==> src/rtl/cb_edge_arb_if.sv <==
// Event handshake bundle for cb_edge_arb: the arbiter drives one edge event
// at a time (channel, type, timestamp) under a valid/ready handshake.
interface cb_edge_arb_if #(
    parameter int CH_NUM = 4,
    parameter int TS_W   = 16
);
    localparam int CH_W = (CH_NUM > 1) ? $clog2(CH_NUM) : 1;

    logic            evt_vld;
    logic            evt_rdy;
    logic [CH_W-1:0] evt_ch;
    logic            evt_type;
    logic [TS_W-1:0] evt_ts;

    modport master (
        output evt_vld,
        output evt_ch,
        output evt_type,
        output evt_ts,
        input  evt_rdy
    );

    modport slave (
        input  evt_vld,
        input  evt_ch,
        input  evt_type,
        input  evt_ts,
        output evt_rdy
    );
endinterface

==> src/rtl/cb_edge_arb.sv <==
// cb_edge_arb: per-channel edge detector with round-robin event arbiter.
// Each asynchronous sig_in bit is synchronised, edge-qualified by edge_sel and
// parked in a one-deep pending slot; a two-state FSM hands pending events to
// the consumer one per cycle. A second edge on a still-pending channel is
// dropped and flagged in the sticky ovf_flag.
// Optional feature macro: CB_EDGE_ARB_TS_EN -- when defined, a free-running
// timestamp counter is kept and evt_ts carries the time of edge detection;
// when undefined, all timestamp storage is removed and evt_ts is tied to 0.
module cb_edge_arb #(
    parameter int U_DLY  = 1,
    parameter int CH_NUM = 4,
    parameter int TS_W   = 16
) (
    input  logic                clk_sys,
    input  logic                rst_n,
    input  logic [CH_NUM-1:0]   sig_in,
    input  logic [2*CH_NUM-1:0] edge_sel,
    output logic [CH_NUM-1:0]   ovf_flag,
    input  logic                ovf_clr,
    cb_edge_arb_if.master       evt
);

    localparam int CH_W = (CH_NUM > 1) ? $clog2(CH_NUM) : 1;

    // U_DLY is kept for parameter compatibility with existing instantiations;
    // registers here update with plain zero-delay non-blocking assignments.
    if (U_DLY < 0) begin : g_neg_u_dly_unsupported
    end

    typedef enum logic {
        IDLE  = 1'b0,
        VALID = 1'b1
    } state_t;

    // Synchroniser, history and edge qualification
    (* ASYNC_REG = "TRUE" *) logic [CH_NUM-1:0] sync1;
    (* ASYNC_REG = "TRUE" *) logic [CH_NUM-1:0] sync2;
    logic [CH_NUM-1:0] hist;
    logic [CH_NUM-1:0] rise;
    logic [CH_NUM-1:0] fall;
    logic [CH_NUM-1:0] qual;

    // Pending slots
    logic [CH_NUM-1:0] pend;
    logic [CH_NUM-1:0] pend_type;
    logic [CH_NUM-1:0] cap;
    logic [CH_NUM-1:0] new_ovf;
    logic [CH_NUM-1:0] clr;

    // Arbiter and FSM
    logic [CH_W-1:0]   rr_ptr;
    logic [CH_W-1:0]   gnt_idx;
    logic [CH_W-1:0]   cand;
    logic              gnt_found;
    logic              load;
    state_t            state;
    state_t            state_nxt;

`ifdef CB_EDGE_ARB_TS_EN
    logic [TS_W-1:0]   ts_cnt;
    logic [TS_W-1:0]   pend_ts [CH_NUM];
`endif

    // Two-flop synchroniser followed by one history flop per channel
    always_ff @(posedge clk_sys or negedge rst_n) begin
        if (!rst_n) begin
            sync1 <= '0;
            sync2 <= '0;
            hist  <= '0;
        end else begin
            sync1 <= sig_in;
            sync2 <= sync1;
            hist  <= sync2;
        end
    end

    // Edge detection and per-channel edge_sel qualification
    always_comb begin
        rise = '0;
        fall = '0;
        qual = '0;
        for (int i = 0; i < CH_NUM; i++) begin
            rise[i] = sync2[i] & ~hist[i];
            fall[i] = ~sync2[i] & hist[i];
            qual[i] = (rise[i] & edge_sel[2*i]) | (fall[i] & edge_sel[2*i+1]);
        end
    end

    // Capture a new edge when the slot is free or being emptied this cycle;
    // otherwise the new edge is an overflow and the original event is kept
    always_comb begin
        cap     = qual & (clr | ~pend);
        new_ovf = qual & pend & ~clr;
    end

    // Pending flags and latched edge type
    always_ff @(posedge clk_sys or negedge rst_n) begin
        if (!rst_n) begin
            pend      <= '0;
            pend_type <= '0;
        end else begin
            pend <= (pend & ~clr) | cap;
            for (int i = 0; i < CH_NUM; i++) begin
                if (cap[i]) begin
                    pend_type[i] <= rise[i];
                end
            end
        end
    end

    // Sticky overflow flags; a coincident new overflow wins over the clear
    always_ff @(posedge clk_sys or negedge rst_n) begin
        if (!rst_n) begin
            ovf_flag <= '0;
        end else begin
            ovf_flag <= (ovf_flag & ~{CH_NUM{ovf_clr}}) | new_ovf;
        end
    end

`ifdef CB_EDGE_ARB_TS_EN
    // Free-running timestamp counter, wraps naturally at 2^TS_W
    always_ff @(posedge clk_sys or negedge rst_n) begin
        if (!rst_n) begin
            ts_cnt <= '0;
        end else begin
            ts_cnt <= ts_cnt + 1'b1;
        end
    end

    // Timestamp of each captured edge, taken in its detection cycle
    always_ff @(posedge clk_sys or negedge rst_n) begin
        if (!rst_n) begin
            for (int i = 0; i < CH_NUM; i++) begin
                pend_ts[i] <= '0;
            end
        end else begin
            for (int i = 0; i < CH_NUM; i++) begin
                if (cap[i]) begin
                    pend_ts[i] <= ts_cnt;
                end
            end
        end
    end
`endif

    // Round-robin search starting at the channel after the last grant
    always_comb begin
        gnt_found = 1'b0;
        gnt_idx   = '0;
        cand      = '0;
        for (int k = 1; k <= CH_NUM; k++) begin
            cand = rr_ptr + CH_W'(k);
            if (!gnt_found && pend[cand]) begin
                gnt_found = 1'b1;
                gnt_idx   = cand;
            end
        end
    end

    // FSM state register
    always_ff @(posedge clk_sys or negedge rst_n) begin
        if (!rst_n) begin
            state <= IDLE;
        end else begin
            state <= state_nxt;
        end
    end

    // FSM next-state logic
    always_comb begin
        state_nxt = state;
        case (state)
            IDLE: begin
                if (gnt_found) begin
                    state_nxt = VALID;
                end
            end
            VALID: begin
                if (evt.evt_rdy && !gnt_found) begin
                    state_nxt = IDLE;
                end
            end
            default: state_nxt = IDLE;
        endcase
    end

    // FSM outputs: valid flag, output-register load and slot clear strobe
    always_comb begin
        evt.evt_vld = (state == VALID);
        load        = gnt_found && ((state == IDLE) || evt.evt_rdy);
        clr         = '0;
        if (load) begin
            clr[gnt_idx] = 1'b1;
        end
    end

    // Last-granted pointer; reset value makes channel 0 first in line
    always_ff @(posedge clk_sys or negedge rst_n) begin
        if (!rst_n) begin
            rr_ptr <= CH_W'(CH_NUM - 1);
        end else if (load) begin
            rr_ptr <= gnt_idx;
        end
    end

    // Output event register, only updated on load so it holds under back-pressure
    always_ff @(posedge clk_sys or negedge rst_n) begin
        if (!rst_n) begin
            evt.evt_ch   <= '0;
            evt.evt_type <= 1'b0;
        end else if (load) begin
            evt.evt_ch   <= gnt_idx;
            evt.evt_type <= pend_type[gnt_idx];
        end
    end

`ifdef CB_EDGE_ARB_TS_EN
    // Output timestamp register, loaded alongside channel and type
    always_ff @(posedge clk_sys or negedge rst_n) begin
        if (!rst_n) begin
            evt.evt_ts <= '0;
        end else if (load) begin
            evt.evt_ts <= pend_ts[gnt_idx];
        end
    end
`else
    assign evt.evt_ts = '0;
`endif

endmodule

==> src/flat_wrapper.sv <==
// flat-port wrapper written by rule: the top's interface ports become plain ports
module cb_edge_arb_flat 
#(
    parameter int U_DLY  = 1,
    parameter int CH_NUM = 4,
    parameter int TS_W   = 16
)
  (clk_sys, rst_n, sig_in, edge_sel, ovf_flag, ovf_clr, evt_evt_vld, evt_evt_ch, evt_evt_type, evt_evt_ts, evt_evt_rdy);
  cb_edge_arb_if #(.CH_NUM(CH_NUM), .TS_W(TS_W)) evt_i ();
  input  logic clk_sys;
  input  logic rst_n;
  input  logic [CH_NUM-1:0] sig_in;
  input  logic [2*CH_NUM-1:0] edge_sel;
  output logic [CH_NUM-1:0] ovf_flag;
  input  logic ovf_clr;
  output wire logic [$bits(evt_i.evt_vld)-1:0] evt_evt_vld;
  output wire logic [$bits(evt_i.evt_ch)-1:0] evt_evt_ch;
  output wire logic [$bits(evt_i.evt_type)-1:0] evt_evt_type;
  output wire logic [$bits(evt_i.evt_ts)-1:0] evt_evt_ts;
  input wire logic [$bits(evt_i.evt_rdy)-1:0] evt_evt_rdy;
  assign evt_evt_vld = evt_i.evt_vld;
  assign evt_evt_ch = evt_i.evt_ch;
  assign evt_evt_type = evt_i.evt_type;
  assign evt_evt_ts = evt_i.evt_ts;
  assign evt_i.evt_rdy = evt_evt_rdy;
  cb_edge_arb #(.U_DLY(U_DLY), .CH_NUM(CH_NUM), .TS_W(TS_W)) u_core (.clk_sys(clk_sys), .rst_n(rst_n), .sig_in(sig_in), .edge_sel(edge_sel), .ovf_flag(ovf_flag), .ovf_clr(ovf_clr), .evt(evt_i));
endmodule
==> config.mk <==
export PLATFORM = sky130hd
export DESIGN_NAME = cb_edge_arb_flat
export DESIGN_NICKNAME = d
export VERILOG_FILES = /design/src/rtl/cb_edge_arb_if.sv /design/src/rtl/cb_edge_arb.sv /design/src/flat_wrapper.sv
export SDC_FILE = /design/constraint.sdc
export NUM_CORES = 1
export LEC_CHECK = 0
export ABC_CLOCK_PERIOD_IN_PS = 4800
export CORE_MARGIN = 2
export CORE_UTILIZATION = 24
export CTS_CLUSTER_DIAMETER = 100
export DETAILED_ROUTE_END_ITERATION = 7
export DONT_BUFFER_PORTS = 1
export PLACE_DENSITY = 0.38
export SYNTH_ARGS = -nofsm -noshare
export SYNTH_HDL_FRONTEND = slang
export SYNTH_SLANG_ARGS = --single-unit
==> constraint.sdc <==
create_clock -name clk_sys -period 4.8 [get_ports clk_sys]
set_clock_uncertainty 0.1 [all_clocks]
set_input_delay 0.24 -clock clk_sys [delete_from_list [all_inputs] [get_ports clk_sys]]
set_output_delay 0.24 -clock clk_sys [all_outputs]
set_load 0.05 [all_outputs]
==> impl_metrics.yaml, run 1 <==
detailed_routing:
  ant_nets: 0
  vias: 834
  wire_per_inst_um: 12.2
  drc_errors: 0
  first_pass_iters: 4
  post_drt_via_cell_ratio: 4.13
  wl_mm: 2.46
  dr.first_iter.drc_count: 46
cells_and_area:
  ff_latch_area_um2: 753
  syn2layout_area_growth_pct: 13.2
  drive_gt1_share_pct: 13.8
  n_antenna_cell: 0
  multi_input_area_um2: 512
  layout.nets: 146
  n_fill_cell: 573
synth:
  syn-instance-count: 118
  synth_edf_count: 0
  netlist.area_leader.share_pct: 51.5
  synth_area_mm2: 0.00136
  ys_ff_latch: 30
  yosys.area.top_type: "dfrtp_1"
  synth.distinct_cells: 35
  avgSynthCellArea_um2: 11.5
  seq_area_frac_synth_pct: 55.4
  yosys_warnings: 0
  yosys-top-cells-area: "dfrtp_1 (52%), buf_4 (8.8%), dfstp_2 (3.9%)"
  synthFlopType: "dfrtp_1"
  yosysMostFrequentCell: "dfrtp_1"
  async_flop_share_pct: 100
  synthTopCellsByCount: "dfrtp_1 (28), buf_4 (16), nand2_1 (12)"
floorplan:
  pin_count: 40
  rows: 27
  fp.dieW_um: 79.3
  dieArea_mm2: 0.00629
  die_h_um: 79.3
  start_util_pct: 24.7
  core_area_mm2: 0.00551
sta:
  tns_ns: 0
  tightest_slew_ns: 0.519
  hold_viol: 0
  finalMaxSlewViolations: 0
  fmax_ghz: 0.441
  maxSlewHeadroom_pct: 65.4
  post-route-min-period_ns: 2.27
  setup_viol: 0
  rsz0062_at_grt: "false"
  final.period_utilization_pct: 47.2
clocking:
  clock_sinks: 30
  cts_max_path_buffers: 2
  cts.repair.resized: 0
  clk_pin_slew_ns: 0.06
  post_cts_buffers: 0
  cts_hold_buf: 7
  h-tree-depth: 2
  clock_latency_ns: 0.28
  cts_buffers: 5
  cts_tree: "done"
  cts_root_buf: "clkbuf_8"
global_routing:
  grt_antenna_before_repair: 0
  overflow: 0
  grt_max_degree: 31
  grt_pass1_wl_mm: 4.05
  grt_pass1_vias: 822
  grtUsageTotal_pct: 8.89
setup_path:
  worst_setup_path_end_kind: "flip-flop"
  cp.required_ns: 4.86
  crit_arrival_ns: 2.33
  crit_family: "multiplexers"
  slowest_stage: "dfstp_2"
  path_cells: "mux2i_1 -> o2bb2ai_4 -> o41ai_2 -> nor2b_1 -> mux2_1"
  worst-path-buf-inv: 0
  worstPathMaxFanout: 7
  slowest_delay_ns: 0.59
  critical_path_class: "flip-flop to flip-flop"
  crit_path_start_kind: "flip-flop"
worst_hold_path:
  worstHoldPathType: "input port to flip-flop"
placed_design:
  port_buffers: 0
  hpwl_mm: 1.82
  routabilityCongestion: 0.755
pwr:
  p_total_mw: 0.960
  ir_drop_uv: 206
  leakage_nw: 0.698
  powerDensity_mw_per_mm2: 623
run_status:
  status: "finished clean"
job:
  cap_violations: 0
[where the power goes]
group	internal, mW	leakage (nW)	total (mW)	switching, mW
clock network	0.0969	0.0438	0.186	0.0888
logic	0.132	0.307	0.291	0.159
registers	0.326	0.347	0.483	0.157
total	0.555	0.698	0.960	0.405
[metal layers]
| layer | routed length (um) | GRT usage [%] | up-vias | part of all wire (%) |
|---|---|---|---|---|
| li1 | - | - | 398 | - |
| met1 | 1130 | 11.0 | 397 | 46 |
| met2 | 1100 | 12.7 | 34 | 45 |
| met3 | 185 | 3.98 | 5 | 7.5 |
| met4 | 44 | 5.17 | 0 | 1.8 |
| met5 | 0 | 0 | - | 0 |
[kinds of logic (layout without fill, tap and decap cells)]
kind of cell	Yosys count	after routing	share of synthesized area (%)
flops	30	30	55.4
compound gates	27	27	15.9
buf+inv	24	21	11.1
simple gates	30	30	11.6
mux	6	6	5.70
other cells	1	16	0.276
[layout by cell type (no fill, tap or decap), drive strengths merged, types with 2 or more instances in the layout]
| cell | instances |
|---|---|
| a31oi | 2 |
| dfstp | 2 |
| a21oi | 7 |
| o21a | 2 |
| a21o | 3 |
| o22ai | 4 |
| conb | 16 |
| nand2 | 12 |
| clkbuf | 5 |
| and3b | 3 |
| dfrtp | 28 |
| mux2 | 4 |
| dlygate4sd3 | 6 |
| inv | 7 |
| clkinv | 2 |
| o211ai | 2 |
| o31ai | 2 |
| nor2 | 5 |
| nor2b | 5 |
[path summary, 6_finish.rpt]
check	start	end	slack [ns]	cells past startpoint
setup / recovery	u_core.rr_ptr[1]	u_core.pend_type[2]	2.53	5
hold / removal	evt_evt_rdy	u_core.evt.evt_vld	0.01	3
setup reg to reg	u_core.rr_ptr[1]	u_core.pend_type[2]	2.53	5
hold reg to reg	u_core.sync1[1]	u_core.sync2[1]	0.25	0
max in group asynchronous	rst_n	u_core.rr_ptr[0]	4.05	2
min in group asynchronous	rst_n	u_core.pend[1]	0.32	2
[final cells by class]
| class | instances | share of cell area (%) |
|---|---|---|
| Sequential cell | 30 | 48.9 |
| Multi-Input combinational cell | 79 | 33.2 |
| Tap cell | 72 | 5.85 |
| Timing Repair Buffer | 7 | 5.20 |
| Clock buffer | 5 | 4.47 |
| Inverter | 7 | 1.71 |
| Clock inverter | 2 | 0.650 |
[metrics by stage]
stage	utilization, %	worst slack [ns]	area [um2]	std cells	hold WS, ns
final	28.0	2.53	1540	202	0.0141
after global routing	28.0	2.40	1540	202	0.0219
after CTS	28.0	2.53	1540	202	0.00358
after detailed placement	25.1	2.54	1380	188	-0.155
after global placement	25.1	2.63	1380	188	-0.155
after floorplan	-	2.73	1420	133	-0.156
[sequential cells by signal, indices dropped and copies added, names as in the netlist]
signal and cells:
u_core.evt.evt_ch 2, u_core.evt.evt_type 1, u_core.evt.evt_vld 1, u_core.hist 4, u_core.ovf_flag 4, u_core.pend 4, u_core.pend_type 4, u_core.rr_ptr 2
u_core.sync1 4, u_core.sync2 4
[worst reg2reg max path: cells and delay by family (launching register included)]
| kind | cells | cell delay (ns) |
|---|---|---|
| AND/OR/NAND/NOR | 1 | 0.21 |
| AO/OA/AOI/OAI | 2 | 0.62 |
| flip-flops | 1 | 0.59 |
| multiplexers | 2 | 0.64 |
Power figures use the tool's default switching activity.
==> run 2: changes to the inputs <==
ABC_CLOCK_PERIOD_IN_PS = 2300   (was 4800)
clock period = 2.3 ns   (was 4.8 ns; I/O delays follow)
==> run 2 against run 1 <==
Clock power increased by 140%. Clock-buffer cell count increased by 1. Highest routed layer unchanged. Die area unchanged. Utilization increased by 3.0 points. Fmax increased by 3.3%. Sequential share of layout area decreased by 4.7 points.
==> impl_metrics.yaml, run 2 (synthesis results as in run 1) <==
setup_path:
  crit_arrival_ns: 2.26
  slowest_stage: "dfstp_2"
  critical_path_class: "flip-flop to flip-flop"
  cp.required_ns: 2.37
  crit_path_start_kind: "flip-flop"
  worstPathMaxFanout: 7
  slowest_delay_ns: 0.62
  path_cells: "mux2i_4 -> o2bb2ai_4 -> nor2_2 -> mux4_2 -> mux2_2"
  worst_setup_path_end_kind: "flip-flop"
cells_and_area:
  multi_input_area_um2: 544
  post-route-cell-area_mm2: 0.00170
  syn2layout_area_growth_pct: 25.3
  fin_cells: 216
  layout_commonest_cell: "dfrtp_1"
  n_fill_cell: 576
  most-common-layout-cells: "dfrtp_1 (28), conb_1 (16), dlygate4sd3_1 (13), nand2_1 (12)"
  ff_latch_area_um2: 753
  layout.nets: 159
  n_antenna_cell: 0
  drive_gt1_share_pct: 19.4
floorplan:
  die_h_um: 79.3
  pin_count: 40
  dieArea_mm2: 0.00629
  fp.dieW_um: 79.3
  start_util_pct: 24.7
  core_area_mm2: 0.00551
  rows: 27
clocking:
  clock_latency_ns: 0.28
  cts_buffers: 5
  clock_sinks: 30
  cts_max_path_buffers: 2
  cts_root_buf: "clkbuf_8"
  cts_tree: "done"
  h-tree-depth: 2
  clk_pin_slew_ns: 0.07
  post_cts_buffers: 0
global_routing:
  grtUsageTotal_pct: 9.27
  grt_max_degree: 31
  grt_pass1_wl_mm: 4.28
  grt_pass1_vias: 854
  overflow: 0
  grt_antenna_before_repair: 0
detailed_routing:
  wire_per_inst_um: 12.0
  wl_mm: 2.59
  first_pass_iters: 4
  vias: 902
  drc_errors: 0
  post_drt_via_cell_ratio: 4.18
  ant_nets: 0
  dr.first_iter.drc_count: 60
pwr:
  ir_drop_uv: 422
  switchingPower_mw: 0.921
  pwr-share-clk_pct: 20.2
  combPwrFrac_pct: 33.7
  leakage_nw: 0.764
  p_int_mw: 1.29
  swShare_pct: 41.7
  seqPwrFrac_pct: 46.0
  powerDensity_mw_per_mm2: 1300
worst_hold_path:
  worstHoldPathType: "input port to flip-flop"
sta:
  hold_ws_ns: 0.0140
  fmax_ghz: 0.456
  setup_viol: 0
  post-route-min-period_ns: 2.19
  tns_ns: 0
  rsz0062_at_grt: "false"
  finalMaxSlewViolations: 0
  final.period_utilization_pct: 95.4
  hold_viol: 0
job:
  cap_violations: 0
placed_design:
  port_buffers: 0
  hpwl_mm: 1.86
  routabilityCongestion: 0.779
  placed_area_mm2: 0.00143
  dp_cells: 194
run_status:
  status: "finished clean"
## run 2: final cells by class
type / count / area share, %
Sequential cell: 30 / 44.2
Multi-Input combinational cell: 79 / 31.9
Timing Repair Buffer: 20 / 11.5
Tap cell: 72 / 5.29
Clock buffer: 6 / 4.85
Inverter: 7 / 1.54
Clock inverter: 2 / 0.734
## run 2: final timing paths
check | from | end | slack (ns) | cells after the start
max in group asynchronous | rst_n | u_core.rr_ptr[1] | 1.68 | 2
max reg2reg | u_core.rr_ptr[1] | u_core.evt.evt_type | 0.11 | 5
min | edge_sel[3] | u_core.pend[1] | 0.01 | 3
max | u_core.rr_ptr[1] | u_core.evt.evt_type | 0.11 | 5
min reg2reg | u_core.sync1[1] | u_core.sync2[1] | 0.25 | 0
min in group asynchronous | rst_n | u_core.pend[1] | 0.18 | 2
## run 2: routing by layer
metal  track usage [%]  routed length (um)
met4              5.17                  56
met1              12.1                1230
met2              12.8                1140
met3              3.86                 173
met5                 0                   0
## run 2: power by group through the flow
stage | Combinational [mW] | Sequential, mW | Clock (mW)
after floorplan | 0.548 | 0.959 | 0
after global placement | 0.671 | 0.995 | 0
after detailed placement | 0.682 | 0.995 | 0
after CTS | 0.727 | 0.988 | 0.462
after global routing | 0.822 | 1.04 | 0.493
final | 0.745 | 1.02 | 0.447
## run 2: worst max-delay path: cells and delay by family, from the launching register on
kind / cells / cell delay [ns]
and+or+nand+nor: 1 / 0.17
muxes: 3 / 1.07
AOI/OAI and AO/OA: 1 / 0.11
DFF: 1 / 0.62
## run 2: timing repair
| action | 4_1_cts | 5_1_grt |
|---|---|---|
| endpoints found under the setup margin | 0 | 3 |
| hold endpoints to repair | 44 | 0 |
| gates resized for setup | 0 | 5 |
| hold buffers | 14 | 0 |
## run 2: per-stage QoR
| step | worst slack, ns | power, mW | util, % |
|---|---|---|---|
| after detailed placement | 0.0787 | 1.68 | 25.9 |
| after floorplan | 0.235 | 1.51 | - |
| after global routing | 0.00394 | 2.36 | 30.9 |
| final | 0.106 | 2.21 | 30.9 |
| after CTS | 0.0418 | 2.18 | 30.4 |
| after global placement | 0.113 | 1.67 | 25.9 |
==> run 3: changes to the inputs <==
CELL_PAD_IN_SITES_DETAIL_PLACEMENT = 1   (was not set)
CELL_PAD_IN_SITES_GLOBAL_PLACEMENT = 1   (was not set)
CORE_UTILIZATION = 50   (was 24)
CTS_BUF_LIST = sky130_fd_sc_hd__clkbuf_4   (was not set)
PLACE_DENSITY = 0.82   (was 0.38)
==> run 3 against run 2 <==
Critical path depth unchanged. Routed wire length is 2.9% higher. Die area is 50% lower. Hold slack improved by 0.041 ns. Design area fell by 5.8%. Clock-buffer cell count fell by 1. Global-route usage is 9.5 points higher. Register-to-register slack lost 0.03 ns. Worst setup slack worse by 0.029 ns. Fmax decreased by 1.3%. Critical endpoint is now u_core.pend_type[2]. Largest power group unchanged.
==> impl_metrics.yaml, run 3 (synthesis results as in run 1) <==
detailed_routing:
  dr_wl_met3_um: 140
  vias: 907
  wl_met1_mm: 1.10
  wire_per_inst_um: 15.3
  drc_errors: 0
  ant_nets: 0
  routed.top_layer: "met4"
  dr.first_iter.drc_count: 11
  dr_wl_met2_mm: 1.37
  post_drt_via_cell_ratio: 5.21
  first_pass_iters: 3
  wl_mm: 2.67
sta:
  tns_ns: 0
  finalMaxSlewViolations: 0
  setup_ws_ns: 0.0766
  fmax_ghz: 0.450
  setup_viol: 0
  final.period_utilization_pct: 96.7
  hold_ws_ns: 0.0547
  hold_viol: 0
  post-route-min-period_ns: 2.22
floorplan:
  pin_count: 40
  die_h_um: 56.2
  start_util_pct: 53.9
  fp.dieW_um: 56.2
  dieArea_mm2: 0.00315
  rows: 18
  core_area_mm2: 0.00252
placed_design:
  placed_area_mm2: 0.00136
  pre_cts_ws_ns: 0.0455
  dp_cells: 150
  port_buffers: 0
  hpwl_mm: 1.80
  routabilityCongestion: 0.890
clocking:
  clock_sinks: 30
  h-tree-depth: 2
  cts_tree: "done"
  clk_pin_slew_ns: 0.10
  cts_root_buf: "clkbuf_4"
  cts_max_path_buffers: 2
  clock_latency_ns: 0.33
  cts_buffers: 5
cells_and_area:
  fin_cells: 174
  layout.nets: 160
  layout_commonest_cell: "dfrtp_1"
  n_antenna_cell: 0
  syn2layout_area_growth_pct: 18.0
  n_fill_cell: 261
  drive_gt1_share_pct: 17.4
  most-common-layout-cells: "dfrtp_1 (28), conb_1 (16), dlygate4sd3_1 (15), nand2_1 (12)"
  post-route-cell-area_mm2: 0.00161
setup_path:
  critical_path_class: "flip-flop to flip-flop"
  startpoint: "u_core.rr_ptr[1]"
  worstPathMaxFanout: 7
  r2r-start: "u_core.rr_ptr[1]"
  worst-path-buf-inv: 0
  crit_arrival_ns: 2.33
  slowest_delay_ns: 0.62
  worst_setup_path_end_kind: "flip-flop"
  path_cells: "mux2i_2 -> o2bb2ai_4 -> o41ai_4 -> nor2b_1 -> mux2_1"
  crit_family: "multiplexers"
  crit_path_start_kind: "flip-flop"
  slowest_stage: "dfstp_2"
  cp.required_ns: 2.41
worst_hold_path:
  hp-start: "edge_sel[3]"
  worstHoldPathType: "input port to flip-flop"
pwr:
  leakage_nw: 0.742
  powerDensity_mw_per_mm2: 1270
  ir_drop_uv: 764
global_routing:
  grt_pass1_vias: 945
  grtUsageTotal_pct: 18.8
  grt_antenna_before_repair: 0
  overflow: 0
  grt_max_degree: 31
  grt_pass1_wl_mm: 4.39
job:
  cap_violations: 0
run_status:
  status: "finished clean"
==> run 3: what timing repair did <==
| action | CTS | global route |
|---|---|---|
| hold endpoints to repair | 44 | 0 |
| hold buffers | 17 | 0 |
| setup buffers | 0 | 1 |
| resized for setup | 0 | 3 |
| endpoints found under the setup margin | 0 | 2 |
==> run 3: final timing paths <==
| path | slack, ns | end | depth (start not counted) |
|---|---|---|---|
| max | 0.08 | u_core.pend_type[2] | 5 |
| min | 0.05 | u_core.ovf_flag[1] | 3 |
| max reg2reg | 0.08 | u_core.pend_type[2] | 5 |
| min reg2reg | 0.26 | u_core.sync2[1] | 0 |
| max in group asynchronous | 1.74 | u_core.rr_ptr[1] | 2 |
| min in group asynchronous | 0.12 | u_core.ovf_flag[1] | 2 |
==> run 3: cell type report <==
cell class                 instances  area [um2]  area share [%]
sequential                        30         753            46.9
tap                               30        37.5            2.34
clock buffer                       5        37.5            2.34
clock inverter                     2        10.0           0.624
multi-input combinational         79         533            33.2
timing repair buffer              21         208            12.9
inverter                           7        26.3            1.64
==> run 3: per-stage QoR <==
stage               total power, mW  utilization (%)
CTS                            1.98             62.9
detailed placement             1.65             53.9
global route                   2.16             63.6
finish                         2.04             63.6
global placement               1.62             53.9
floorplan                      1.51                -
==> run 3: metal layers <==
metal	vias up	GRT usage (%)
met5	-	0
li1	428	-
met4	0	7.14
met3	7	7.21
met1	437	21.8
met2	35	31.3
==> run 3: where the power goes <==
part / total [mW] / switching (mW) / internal, mW
Sequential: 1.02 / 0.344 / 0.679
Combinational: 0.730 / 0.374 / 0.356
Clock: 0.286 / 0.176 / 0.110
==> run 3: worst register-to-register path, stage by stage, from the launching register on <==
cell and delay (ns):
dfstp_2 0.62, mux2i_2 0.28, o2bb2ai_4 0.13, o41ai_4 0.43, nor2b_1 0.21, mux2_1 0.34
